$ cat src/rtl/control_pkg.sv
// Shared encodings for the multicycle control FSM: opcodes, state encoding,
// ALUOp codes (matching the ALU control decoder), mux selects and the
// packed control word driven to the datapath.
package control_pkg;

  localparam int unsigned OPCODE_W = 4;
  localparam int unsigned STATE_W  = 4;
  localparam int unsigned ALUOP_W  = 3;
  localparam int unsigned SEL_W    = 2;

  localparam logic [OPCODE_W-1:0] OP_RTYPE  = 4'd0;
  localparam logic [OPCODE_W-1:0] OP_SHIFTI = 4'd1;
  localparam logic [OPCODE_W-1:0] OP_ADDI   = 4'd2;
  localparam logic [OPCODE_W-1:0] OP_LW     = 4'd3;
  localparam logic [OPCODE_W-1:0] OP_SW     = 4'd4;
  localparam logic [OPCODE_W-1:0] OP_BEQ    = 4'd5;
  localparam logic [OPCODE_W-1:0] OP_BNE    = 4'd6;
  localparam logic [OPCODE_W-1:0] OP_SLTI   = 4'd7;
  localparam logic [OPCODE_W-1:0] OP_J      = 4'd8;

  typedef enum logic [STATE_W-1:0] {
    S_FETCH    = 4'd0,
    S_DECODE   = 4'd1,
    S_EXEC_R   = 4'd2,
    S_EXEC_I   = 4'd3,
    S_MEM_ADDR = 4'd4,
    S_MEM_RD   = 4'd5,
    S_MEM_WB   = 4'd6,
    S_MEM_WR   = 4'd7,
    S_BRANCH   = 4'd8,
    S_JUMP     = 4'd9,
    S_R_WB     = 4'd10,
    S_I_WB     = 4'd11,
    S_HALT     = 4'd12
  } state_t;

  // ALUOp codes; 4..6 are reserved by the ALU control decoder.
  localparam logic [ALUOP_W-1:0] ALUOP_RTYPE = 3'd0;
  localparam logic [ALUOP_W-1:0] ALUOP_SHIFT = 3'd1;
  localparam logic [ALUOP_W-1:0] ALUOP_ADD   = 3'd2;
  localparam logic [ALUOP_W-1:0] ALUOP_SUB   = 3'd3;
  localparam logic [ALUOP_W-1:0] ALUOP_SLT   = 3'd7;

  localparam logic [SEL_W-1:0] SRCB_B     = 2'd0;
  localparam logic [SEL_W-1:0] SRCB_TWO   = 2'd1;
  localparam logic [SEL_W-1:0] SRCB_IMM   = 2'd2;
  localparam logic [SEL_W-1:0] SRCB_SHIMM = 2'd3;

  localparam logic [SEL_W-1:0] PCSRC_ALU    = 2'd0;
  localparam logic [SEL_W-1:0] PCSRC_ALUOUT = 2'd1;
  localparam logic [SEL_W-1:0] PCSRC_JUMP   = 2'd2;

  typedef struct packed {
    logic               pc_write;
    logic               pc_write_cond;
    logic               branch_ne;
    logic               iord;
    logic               mem_read;
    logic               mem_write;
    logic               ir_write;
    logic               reg_write;
    logic               reg_dst;
    logic               mem_to_reg;
    logic               alu_src_a;
    logic [SEL_W-1:0]   alu_src_b;
    logic [SEL_W-1:0]   pc_source;
    logic [ALUOP_W-1:0] alu_op;
  } ctrl_t;

endpackage

$ cat src/rtl/multicycle_control_if.sv
// Controller <-> datapath bundle.
//   master: the control FSM (takes Opcode/Zero/MemReady, drives controls, State)
//   slave : the datapath side (drives Opcode/Zero/MemReady, takes controls)
interface multicycle_control_if;
  import control_pkg::*;

  logic [OPCODE_W-1:0] Opcode;
  logic                Zero;
  logic                MemReady;
  logic                PCWrite;
  logic                PCWriteCond;
  logic                BranchNe;
  logic                IorD;
  logic                MemRead;
  logic                MemWrite;
  logic                IRWrite;
  logic                RegWrite;
  logic                RegDst;
  logic                MemtoReg;
  logic                ALUSrcA;
  logic [SEL_W-1:0]    ALUSrcB;
  logic [SEL_W-1:0]    PCSource;
  logic [ALUOP_W-1:0]  ALUOp;
  logic [STATE_W-1:0]  State;

  modport master (
    input  Opcode, Zero, MemReady,
    output PCWrite, PCWriteCond, BranchNe, IorD, MemRead, MemWrite, IRWrite,
           RegWrite, RegDst, MemtoReg, ALUSrcA, ALUSrcB, PCSource, ALUOp, State
  );

  modport slave (
    output Opcode, Zero, MemReady,
    input  PCWrite, PCWriteCond, BranchNe, IorD, MemRead, MemWrite, IRWrite,
           RegWrite, RegDst, MemtoReg, ALUSrcA, ALUSrcB, PCSource, ALUOp, State
  );
endinterface

$ cat src/rtl/control_word_decode.sv
// Combinational decode of (state, opcode, mem_ready) into the datapath
// control word. All fields are 0 while rst is high.
//   rst       : synchronous reset level, forces an all-zero word
//   state     : current FSM state
//   opcode    : IR[15:12]
//   mem_ready : memory handshake, only gates IRWrite/PCWrite in FETCH
//   ctrl      : control word
module control_word_decode
  import control_pkg::*;
(
  input  logic                rst,
  input  state_t              state,
  input  logic [OPCODE_W-1:0] opcode,
  input  logic                mem_ready,
  output ctrl_t               ctrl
);

  always_comb begin
    ctrl = '0;
    if (!rst) begin
      case (state)
        S_FETCH: begin
          ctrl.mem_read  = 1'b1;
          ctrl.alu_src_b = SRCB_TWO;
          ctrl.alu_op    = ALUOP_ADD;
          ctrl.pc_source = PCSRC_ALU;
          // IR and PC advance only on the cycle the fetch completes
          ctrl.ir_write  = mem_ready;
          ctrl.pc_write  = mem_ready;
        end
        S_DECODE: begin
          ctrl.alu_src_b = SRCB_SHIMM;
          ctrl.alu_op    = ALUOP_ADD;
        end
        S_EXEC_R: begin
          ctrl.alu_src_a = 1'b1;
          ctrl.alu_src_b = (opcode == OP_SHIFTI) ? SRCB_IMM : SRCB_B;
          ctrl.alu_op    = (opcode == OP_SHIFTI) ? ALUOP_SHIFT : ALUOP_RTYPE;
        end
        S_EXEC_I: begin
          ctrl.alu_src_a = 1'b1;
          ctrl.alu_src_b = SRCB_IMM;
          ctrl.alu_op    = (opcode == OP_SLTI) ? ALUOP_SLT : ALUOP_ADD;
        end
        S_MEM_ADDR: begin
          ctrl.alu_src_a = 1'b1;
          ctrl.alu_src_b = SRCB_IMM;
          ctrl.alu_op    = ALUOP_ADD;
        end
        S_MEM_RD: begin
          ctrl.mem_read = 1'b1;
          ctrl.iord     = 1'b1;
        end
        S_MEM_WB: begin
          ctrl.reg_write  = 1'b1;
          ctrl.mem_to_reg = 1'b1;
        end
        S_MEM_WR: begin
          ctrl.mem_write = 1'b1;
          ctrl.iord      = 1'b1;
        end
        S_BRANCH: begin
          ctrl.alu_src_a     = 1'b1;
          ctrl.alu_src_b     = SRCB_B;
          ctrl.alu_op        = ALUOP_SUB;
          ctrl.pc_write_cond = 1'b1;
          ctrl.pc_source     = PCSRC_ALUOUT;
          ctrl.branch_ne     = (opcode == OP_BNE);
        end
        S_JUMP: begin
          ctrl.pc_write  = 1'b1;
          ctrl.pc_source = PCSRC_JUMP;
        end
        S_R_WB: begin
          ctrl.reg_write = 1'b1;
          ctrl.reg_dst   = 1'b1;
        end
        S_I_WB: begin
          ctrl.reg_write = 1'b1;
        end
        default: ;
      endcase
    end
  end

endmodule

$ cat src/rtl/multicycle_control.sv
// Main control FSM of the multicycle datapath: sequences fetch, decode,
// execute, memory and writeback steps and stalls on MemReady.
//   CLK, Reset : clock, synchronous active-high reset
//   bus        : multicycle_control_if.master (Opcode/Zero/MemReady in,
//                datapath controls, ALUOp and debug State out)
// Build option HALT_ON_ILLEGAL_EN: illegal opcodes park the FSM in HALT until
// Reset; otherwise they retire as a 2-cycle NOP.
module multicycle_control
  import control_pkg::*;
(
  input  logic                 CLK,
  input  logic                 Reset,
  multicycle_control_if.master bus
);

`ifdef HALT_ON_ILLEGAL_EN
  localparam state_t ILLEGAL_NEXT = S_HALT;
`else
  localparam state_t ILLEGAL_NEXT = S_FETCH;
`endif

  state_t state;
  ctrl_t  ctrl;

  // State register with transition logic
  always_ff @(posedge CLK) begin
    if (Reset) begin
      state <= S_FETCH;
    end else begin
      case (state)
        S_FETCH:    if (bus.MemReady) state <= S_DECODE;
        S_DECODE: begin
          case (bus.Opcode)
            OP_RTYPE, OP_SHIFTI: state <= S_EXEC_R;
            OP_ADDI, OP_SLTI:    state <= S_EXEC_I;
            OP_LW, OP_SW:        state <= S_MEM_ADDR;
            OP_BEQ, OP_BNE:      state <= S_BRANCH;
            OP_J:                state <= S_JUMP;
            default:             state <= ILLEGAL_NEXT;
          endcase
        end
        S_EXEC_R:   state <= S_R_WB;
        S_EXEC_I:   state <= S_I_WB;
        S_MEM_ADDR: state <= (bus.Opcode == OP_LW) ? S_MEM_RD : S_MEM_WR;
        S_MEM_RD:   if (bus.MemReady) state <= S_MEM_WB;
        S_MEM_WR:   if (bus.MemReady) state <= S_FETCH;
        S_HALT:     state <= S_HALT;
        default:    state <= S_FETCH;
      endcase
    end
  end

  control_word_decode u_decode (
    .rst       (Reset),
    .state     (state),
    .opcode    (bus.Opcode),
    .mem_ready (bus.MemReady),
    .ctrl      (ctrl)
  );

  assign bus.PCWrite     = ctrl.pc_write;
  assign bus.PCWriteCond = ctrl.pc_write_cond;
  assign bus.BranchNe    = ctrl.branch_ne;
  assign bus.IorD        = ctrl.iord;
  assign bus.MemRead     = ctrl.mem_read;
  assign bus.MemWrite    = ctrl.mem_write;
  assign bus.IRWrite     = ctrl.ir_write;
  assign bus.RegWrite    = ctrl.reg_write;
  assign bus.RegDst      = ctrl.reg_dst;
  assign bus.MemtoReg    = ctrl.mem_to_reg;
  assign bus.ALUSrcA     = ctrl.alu_src_a;
  assign bus.ALUSrcB     = ctrl.alu_src_b;
  assign bus.PCSource    = ctrl.pc_source;
  assign bus.ALUOp       = ctrl.alu_op;
  // Debug state also reads 0 while Reset is held
  assign bus.State       = Reset ? STATE_W'(0) : STATE_W'(state);

endmodule
$ cat src/flat_wrapper.sv
// flat-port wrapper written by rule: the top's interface ports become plain ports
module multicycle_control_flat import control_pkg::*;
  (CLK, Reset, bus_Opcode, bus_Zero, bus_MemReady, bus_PCWrite, bus_PCWriteCond, bus_BranchNe, bus_IorD, bus_MemRead, bus_MemWrite, bus_IRWrite, bus_RegWrite, bus_RegDst, bus_MemtoReg, bus_ALUSrcA, bus_ALUSrcB, bus_PCSource, bus_ALUOp, bus_State);
  multicycle_control_if bus_i ();
  input  logic CLK;
  input  logic Reset;
  input wire logic [$bits(bus_i.Opcode)-1:0] bus_Opcode;
  input wire logic [$bits(bus_i.Zero)-1:0] bus_Zero;
  input wire logic [$bits(bus_i.MemReady)-1:0] bus_MemReady;
  output wire logic [$bits(bus_i.PCWrite)-1:0] bus_PCWrite;
  output wire logic [$bits(bus_i.PCWriteCond)-1:0] bus_PCWriteCond;
  output wire logic [$bits(bus_i.BranchNe)-1:0] bus_BranchNe;
  output wire logic [$bits(bus_i.IorD)-1:0] bus_IorD;
  output wire logic [$bits(bus_i.MemRead)-1:0] bus_MemRead;
  output wire logic [$bits(bus_i.MemWrite)-1:0] bus_MemWrite;
  output wire logic [$bits(bus_i.IRWrite)-1:0] bus_IRWrite;
  output wire logic [$bits(bus_i.RegWrite)-1:0] bus_RegWrite;
  output wire logic [$bits(bus_i.RegDst)-1:0] bus_RegDst;
  output wire logic [$bits(bus_i.MemtoReg)-1:0] bus_MemtoReg;
  output wire logic [$bits(bus_i.ALUSrcA)-1:0] bus_ALUSrcA;
  output wire logic [$bits(bus_i.ALUSrcB)-1:0] bus_ALUSrcB;
  output wire logic [$bits(bus_i.PCSource)-1:0] bus_PCSource;
  output wire logic [$bits(bus_i.ALUOp)-1:0] bus_ALUOp;
  output wire logic [$bits(bus_i.State)-1:0] bus_State;
  assign bus_i.Opcode = bus_Opcode;
  assign bus_i.Zero = bus_Zero;
  assign bus_i.MemReady = bus_MemReady;
  assign bus_PCWrite = bus_i.PCWrite;
  assign bus_PCWriteCond = bus_i.PCWriteCond;
  assign bus_BranchNe = bus_i.BranchNe;
  assign bus_IorD = bus_i.IorD;
  assign bus_MemRead = bus_i.MemRead;
  assign bus_MemWrite = bus_i.MemWrite;
  assign bus_IRWrite = bus_i.IRWrite;
  assign bus_RegWrite = bus_i.RegWrite;
  assign bus_RegDst = bus_i.RegDst;
  assign bus_MemtoReg = bus_i.MemtoReg;
  assign bus_ALUSrcA = bus_i.ALUSrcA;
  assign bus_ALUSrcB = bus_i.ALUSrcB;
  assign bus_PCSource = bus_i.PCSource;
  assign bus_ALUOp = bus_i.ALUOp;
  assign bus_State = bus_i.State;
  multicycle_control u_core (.CLK(CLK), .Reset(Reset), .bus(bus_i));
endmodule
$ cat config.mk
export PLATFORM = sky130hd
export DESIGN_NAME = multicycle_control_flat
export DESIGN_NICKNAME = d
export VERILOG_FILES = /design/src/rtl/control_pkg.sv /design/src/rtl/multicycle_control_if.sv /design/src/rtl/control_word_decode.sv /design/src/rtl/multicycle_control.sv /design/src/flat_wrapper.sv
export SDC_FILE = /design/constraint.sdc
export NUM_CORES = 1
export LEC_CHECK = 0
export BUFFER_PORTS_ARGS = -buffer_cell sky130_fd_sc_hd__buf_2
export CORE_AREA = 2 2 44 46
export CTS_CLUSTER_DIAMETER = 30
export DETAILED_ROUTE_END_ITERATION = 8
export DIE_AREA = 0 0 46 48
export PLACE_DENSITY = 0.68
export SYNTH_ARGS = -nofsm -noshare
export SYNTH_HDL_FRONTEND = slang
export SYNTH_SLANG_ARGS = --single-unit
$ cat constraint.sdc
create_clock -name CLK -period 2.8 [get_ports CLK]
set_clock_uncertainty 0.15 [all_clocks]
set_input_delay 0.28 -clock CLK [delete_from_list [all_inputs] [get_ports CLK]]
set_output_delay 0.28 -clock CLK [all_outputs]
set_load 0.03 [all_outputs]
### After elaboration in Yosys (flattened, before gate mapping)

Memory sizes are Yosys's and may differ from the RTL's.
Cells that the tools add are included.

| storage, ports and cells | value |
|---|---|
| flip-flop bits (word level) | 4 |
| latch bits | 0 |
| memory bits (writable) | 0 |
| memory bits (read-only) | 64 |
| input port bits | 8 |
| word-level logic and storage cells | 52 |
| memories kept | 1 |

| operators by class | value |
|---|---|
| add/sub/neg operators | 0 |
| multiply operators | 0 |
| divide/modulo/power cells | 0 |
| magnitude comparators | 0 |
| eq/ne operators | 19 |
| shift operators | 0 |
| muxes and demuxes | 23 |
| bitwise operators | 0 |
| reduce and logical (&&, ||, !) cells | 8 |

Memories:

| memory | depth | bits a word | read ports | clocked after Yosys merged registers in | wr ports | line | RTL |
|---|---|---|---|---|---|---|---|
| (name not given) | 16 | 4 | 1 | 0 | 0 | multicycle_control.sv:33 | `case (bus.Opcode)` |

Operator list:

| cell | count |
|---|---|
| one-hot mux 4 bit (8 select lines) | 1 |
| equality test 4 x 3 -> 1 bit (second input constant) | 6 |
| equality test 4 bit (second input constant) | 5 |
| 2-to-1 mux 18 bit | 1 |
| 2-to-1 mux 4 bit | 4 |
| equality test 4 x 2 -> 1 bit (second input constant) | 3 |
| one-hot mux 3 bit (4 select lines) | 1 |
| 2-to-1 mux 1 bit | 9 |
| equality test 4 x 1 -> 1 bit (second input constant) | 2 |
| one-hot mux 2 bit (4 select lines) | 1 |
| 2-to-1 mux 2 bit | 3 |
| != test 2 bit (second input constant) | 3 |
| OR reduction 2 bit | 3 |
| OR reduction 3 bit | 2 |
| logical NOT 4 bit | 1 |
| one-hot mux 2 bit (2 select lines) | 1 |
| OR reduction 4 bit | 1 |
| 2-to-1 mux 3 bit | 1 |
| AND reduction 3 bit | 1 |
| one-hot mux 1 bit (2 select lines) | 1 |

### Logic depth before layout (Yosys ltp)

| depth | value |
|---|---|
| depth after elaboration | 4 |
| mapped depth | 6 |
| mapped depth without buffers | 6 |

### Modules after synthesis

Synthesis repeated with hierarchy kept, for this count alone.

| second synthesis, totals | value |
|---|---|
| cell total of the unflattened synthesis | 105 |
| area, all modules | 744.5 um^2 |

By module, submodules not included:

| module | times used | cells an instance | area each (um^2) | sequential area each (um^2) |
|---|---|---|---|---|
| multicycle_control | 1 | 52 | 414.1 | 80.1 |
| control_word_decode | 1 | 53 | 330.3 | 0.0 |

### Least setup slack after synthesis

OpenSTA, ideal clock, no wires.

| timing | value |
|---|---|
| path kind | reg-to-output |
| start | reg u_core.state[0] |
| end | out bus_ALUSrcB[1] |
| arrival | 2.239 ns |
| required time | 2.370 ns |
| slack | 0.131 ns |
| cell stages (with the launch flop) | 5 |
| path buffers | 1 |
| cell sequence | dfxtp_1 > buf_4 > nor2_4 > inv_2 > a2111oi_0 |

| on the way | value |
|---|---|
| word-level cells in the longest chain between the ends | 4 |
| elaborated cells between the ends (all ways) | 8 |
| those cells by class | eq/ne (4); mux (2); reduce/logical (2) |

Ends and longest elaborated chain:

| what | line | RTL |
|---|---|---|
| start, declared | multicycle_control.sv:22 | `state_t state;` |
| start signal, assigned | multicycle_control.sv:44 | `S_MEM_ADDR: state <= (bus.Opcode == OP_LW) ? S_MEM_RD : S_MEM_WR;` |
| equality test 4 x 2 -> 1 bit / equality test 4 x 3 -> 1 bit (equally long branches) | control_word_decode.sv:21 | `case (state)` |
| OR reduction 2 bit (no source line) | - |  |
| one-hot mux 2 bit (4 select lines) * | control_word_decode.sv:21 |  |
| 2-to-1 mux 18 bit * | control_word_decode.sv:20 | `if (!rst) begin` |
| end, declared | flat_wrapper.sv:21 | `output wire logic [$bits(bus_i.ALUSrcB)-1:0] bus_ALUSrcB;` |

Mark *: on every way between the ends. The rest lies on a longest branch, timed or not.

### Worst setup path after layout

| timing | value |
|---|---|
| start | reg u_core.state[0] |
| end | out bus_MemWrite |

| on the way | value |
|---|---|
| word-level cells in the longest chain between the ends | 3 |

Ends and longest elaborated chain:

| what | line | RTL |
|---|---|---|
| equality test 4 x 3 -> 1 bit | control_word_decode.sv:21 |  |
| 2-to-1 mux 1 bit | control_word_decode.sv:21 |  |
| 2-to-1 mux 18 bit | control_word_decode.sv:20 |  |
| end, declared | flat_wrapper.sv:15 | `output wire logic [$bits(bus_i.MemWrite)-1:0] bus_MemWrite;` |

Every way passes these cells.

==> impl_metrics.tcl <==
set metrics [dict create \
    status "finished clean" \
    worstSetupPathType "reg -> out" \
    startpoint_type "register" \
    fill_cells 189 \
    maxUsedRoutingLayer "met3" \
    start_util_pct 39.6 \
    reg_top3 "u_core.state (4)" \
    ff2ff_path_depth 3 \
    die_h_um 48 \
    antenna_found_initial 0 \
    synth_area_per_cell_um2 6.50 \
    final_cells 141 \
    dieArea_um2 2210 \
    viasPerCell 5.65 \
    cts_setup_buffers 0 \
    p_leak_nw 0.394 \
    cp.required_ps 2370 \
    cts_hold_buffers 0 \
    largest-register "u_core.state" \
    cts-buffers-inserted 3 \
    postRouteAntennaNets 0 \
    setup-tns-final_ps 0 \
    ff2ff_setup_slack_ps 960 \
    coreArea_um2 1690 \
    grt_max_degree 22 \
    drc 0 \
    syn_area_um2 669 \
    synth_xor_area_share_pct 0 \
    synthAdderAreaFrac_pct 9.35 \
    grt_usage_pct 16.6 \
    synthMuxAreaShare_pct 2.99 \
    hpwl_um 1310 \
    wl_per_cell_um 12.3 \
    syn_to_final_growth_pct 20.0 \
    dp.cells 138 \
    wirelength_um 1740 \
    ctsResizeCount 0 \
    post-route-min-period_ps 2380 \
    cts.clk_slew.worst_paths_ps 30 \
    peakVddDrop_v 0.000230 \
    synth_area_leaders "dfxtp_1 (12%), ha_1 (9.3%), nor3_1 (9.0%)" \
    relSlewSlack_pct 56.3 \
    critPathArrivalTime_ps 1950 \
    grt_overflow 0 \
    drt_iter0_markers 12 \
    port_buffers 28 \
    synth_cell_types 33 \
    clock_sinks 4 \
    dr_wl_met3_um 104 \
    fin_crit_sh_pct 85.1 \
    drv_cap 0 \
    r2r-start "u_core.state[0]" \
    hold_path.class "in -> reg" \
    grt_pass1_wl_um 2720 \
    cts_tree "built" \
    synth_top_family_by_area "simple AND/OR/NAND/NOR gates" \
    endpoint_kind "primary output" \
    hold_start "bus_MemReady" \
    die_w_um 46 \
    final_util_pct 47.6 \
    crit_fanout 20 \
    place.gp.congestion 0.796 \
    clk_path_buf_depth 2 \
    io_pins 30 \
    antenna_cells_inserted 0 \
    h-tree-depth 1 \
    synth_top_area_share_pct 12.0 \
    slew_viol_final 0 \
    reg2reg_to "u_core.state[1]" \
    final_hold_viol_count 0 \
    grt_pass1_vias 642 \
    fmaxAchievable_ghz 0.420 \
    finalSetupViolations 0 \
    synthCells 103 \
    clock_latency_ps 230 \
    worstMarginPinSlew_ps 654 \
    met1_length_um 804 \
    num_vias 797 \
    wl_met2_um 832 \
    crit_end "bus_MemWrite" \
    largest_reg_flops 4 \
    cp-startpoint "u_core.state[0]" \
    nNetsFinal 139 \
    drive_gt1_share_pct 27.4 \
    synth.yosys.seq_area_share_pct 12.0 \
    rsz0062_at_grt "false" \
    root_buffer "clkbuf_4" \
    yosys_warnings 0 \
    ys_seq_elements 4 \
    rows 15 \
    synthSimpleGateAreaFrac_pct 38.7 \
    setup_ws_ps 416 \
    synth_nets 116 \
    yosys.area.top_type "dfxtp_1" \
    powerDensity_nw_per_um2 319 \
    pre_cts_slack_ps 710 \
    drt_pass1_iterations 4 \
    synth_compound_area_share_pct 26.2 \
]
-- cell usage in the layout, fill, tap and decap left out, types with 4 or more instances in the layout --
master    count
a21oi_1       6
buf_2        28
dfxtp_1       4
ha_1          5
inv_1         4
nand2_1       5
nand2b_1      4
nand3_1       4
nor2_1       10
nor3_1       12
nor4_1        4
o21ai_0       4
-- kinds of logic after synthesis --
logic type                 count (synthesis)
AOI/OAI and AO/OA                         27
adders and majority gates                  5
buffers and inverters                     16
DFF                                        4
muxes                                      2
and+or+nand+nor                           49
-- stage by stage --
| stage | hold slack [ps] | total power, mW | area [µm²] |
|---|---|---|---|
| 2_1_floorplan | 309 | 0.160 | 669 |
| 4_1_cts | 211 | 0.261 | 803 |
| 6_report | 220 | 0.257 | 803 |
| 3_5_place_dp | 459 | 0.187 | 781 |
| 3_3_place_gp | 456 | 0.185 | 781 |
| 5_1_grt | 233 | 0.279 | 803 |
-- power breakdown --
group | internal, mW | total, mW | switching [mW]
Sequential | 0.0606 | 0.0768 | 0.0162
Clock | 0.0479 | 0.0705 | 0.0227
Combinational | 0.0378 | 0.109 | 0.0714
-- synth_stat cells (all sizes together) --
master and n:
nor3 12, nor2 11, o21ai 7, a21oi 6
buf 6, inv 6, ha 5, nand2 5
clkbuf 4, dfxtp 4, nand2b 4, nand3 4
nor4 4, nor2b 3, a2111oi 2, a211oi 2
a311oi 2, a31oi 2, and2 2, and3 2
mux2i 2, a21boi 1, a221oi 1, a22o 1
a22oi 1, and2b 1, o22ai 1, o2bb2ai 1
or4b 1
-- per-layer routing --
| metal | global-route usage, % | vias to the layer above |
|---|---|---|
| met5 | 0 | - |
| met4 | 3.43 | 0 |
| met3 | 4.53 | 0 |
| met2 | 27.8 | 26 |
| met1 | 21.5 | 355 |
| li1 | - | 416 |
-- worst max-delay path, stage by stage (launching register included) --
cell and delay [ps]:
dfxtp_1 730, inv_1 240, nor3_1 380, and2_1 180, buf_2 190
-- cell type report --
class                      count  area, µm²  share of cell area, %
multi-input combinational     83        517                   64.3
timing repair buffer          28        140                   17.4
clock buffer                   3       22.5                   2.80
sequential                     4       80.1                   9.97
inverter                       6       22.5                   2.80
tap                           17       21.3                   2.65
-- worst min-delay path by stage --
stage | endpoint | slack [ps] | depth (start not counted)
floorplan | u_core.state[1] | 310 | 2
global placement | u_core.state[1] | 460 | 3
detailed placement | u_core.state[1] | 460 | 3
CTS | u_core.state[1] | 210 | 3
global route | u_core.state[1] | 230 | 3
finish | u_core.state[1] | 220 | 3
Note: power is estimated with default switching activity, not from simulation.
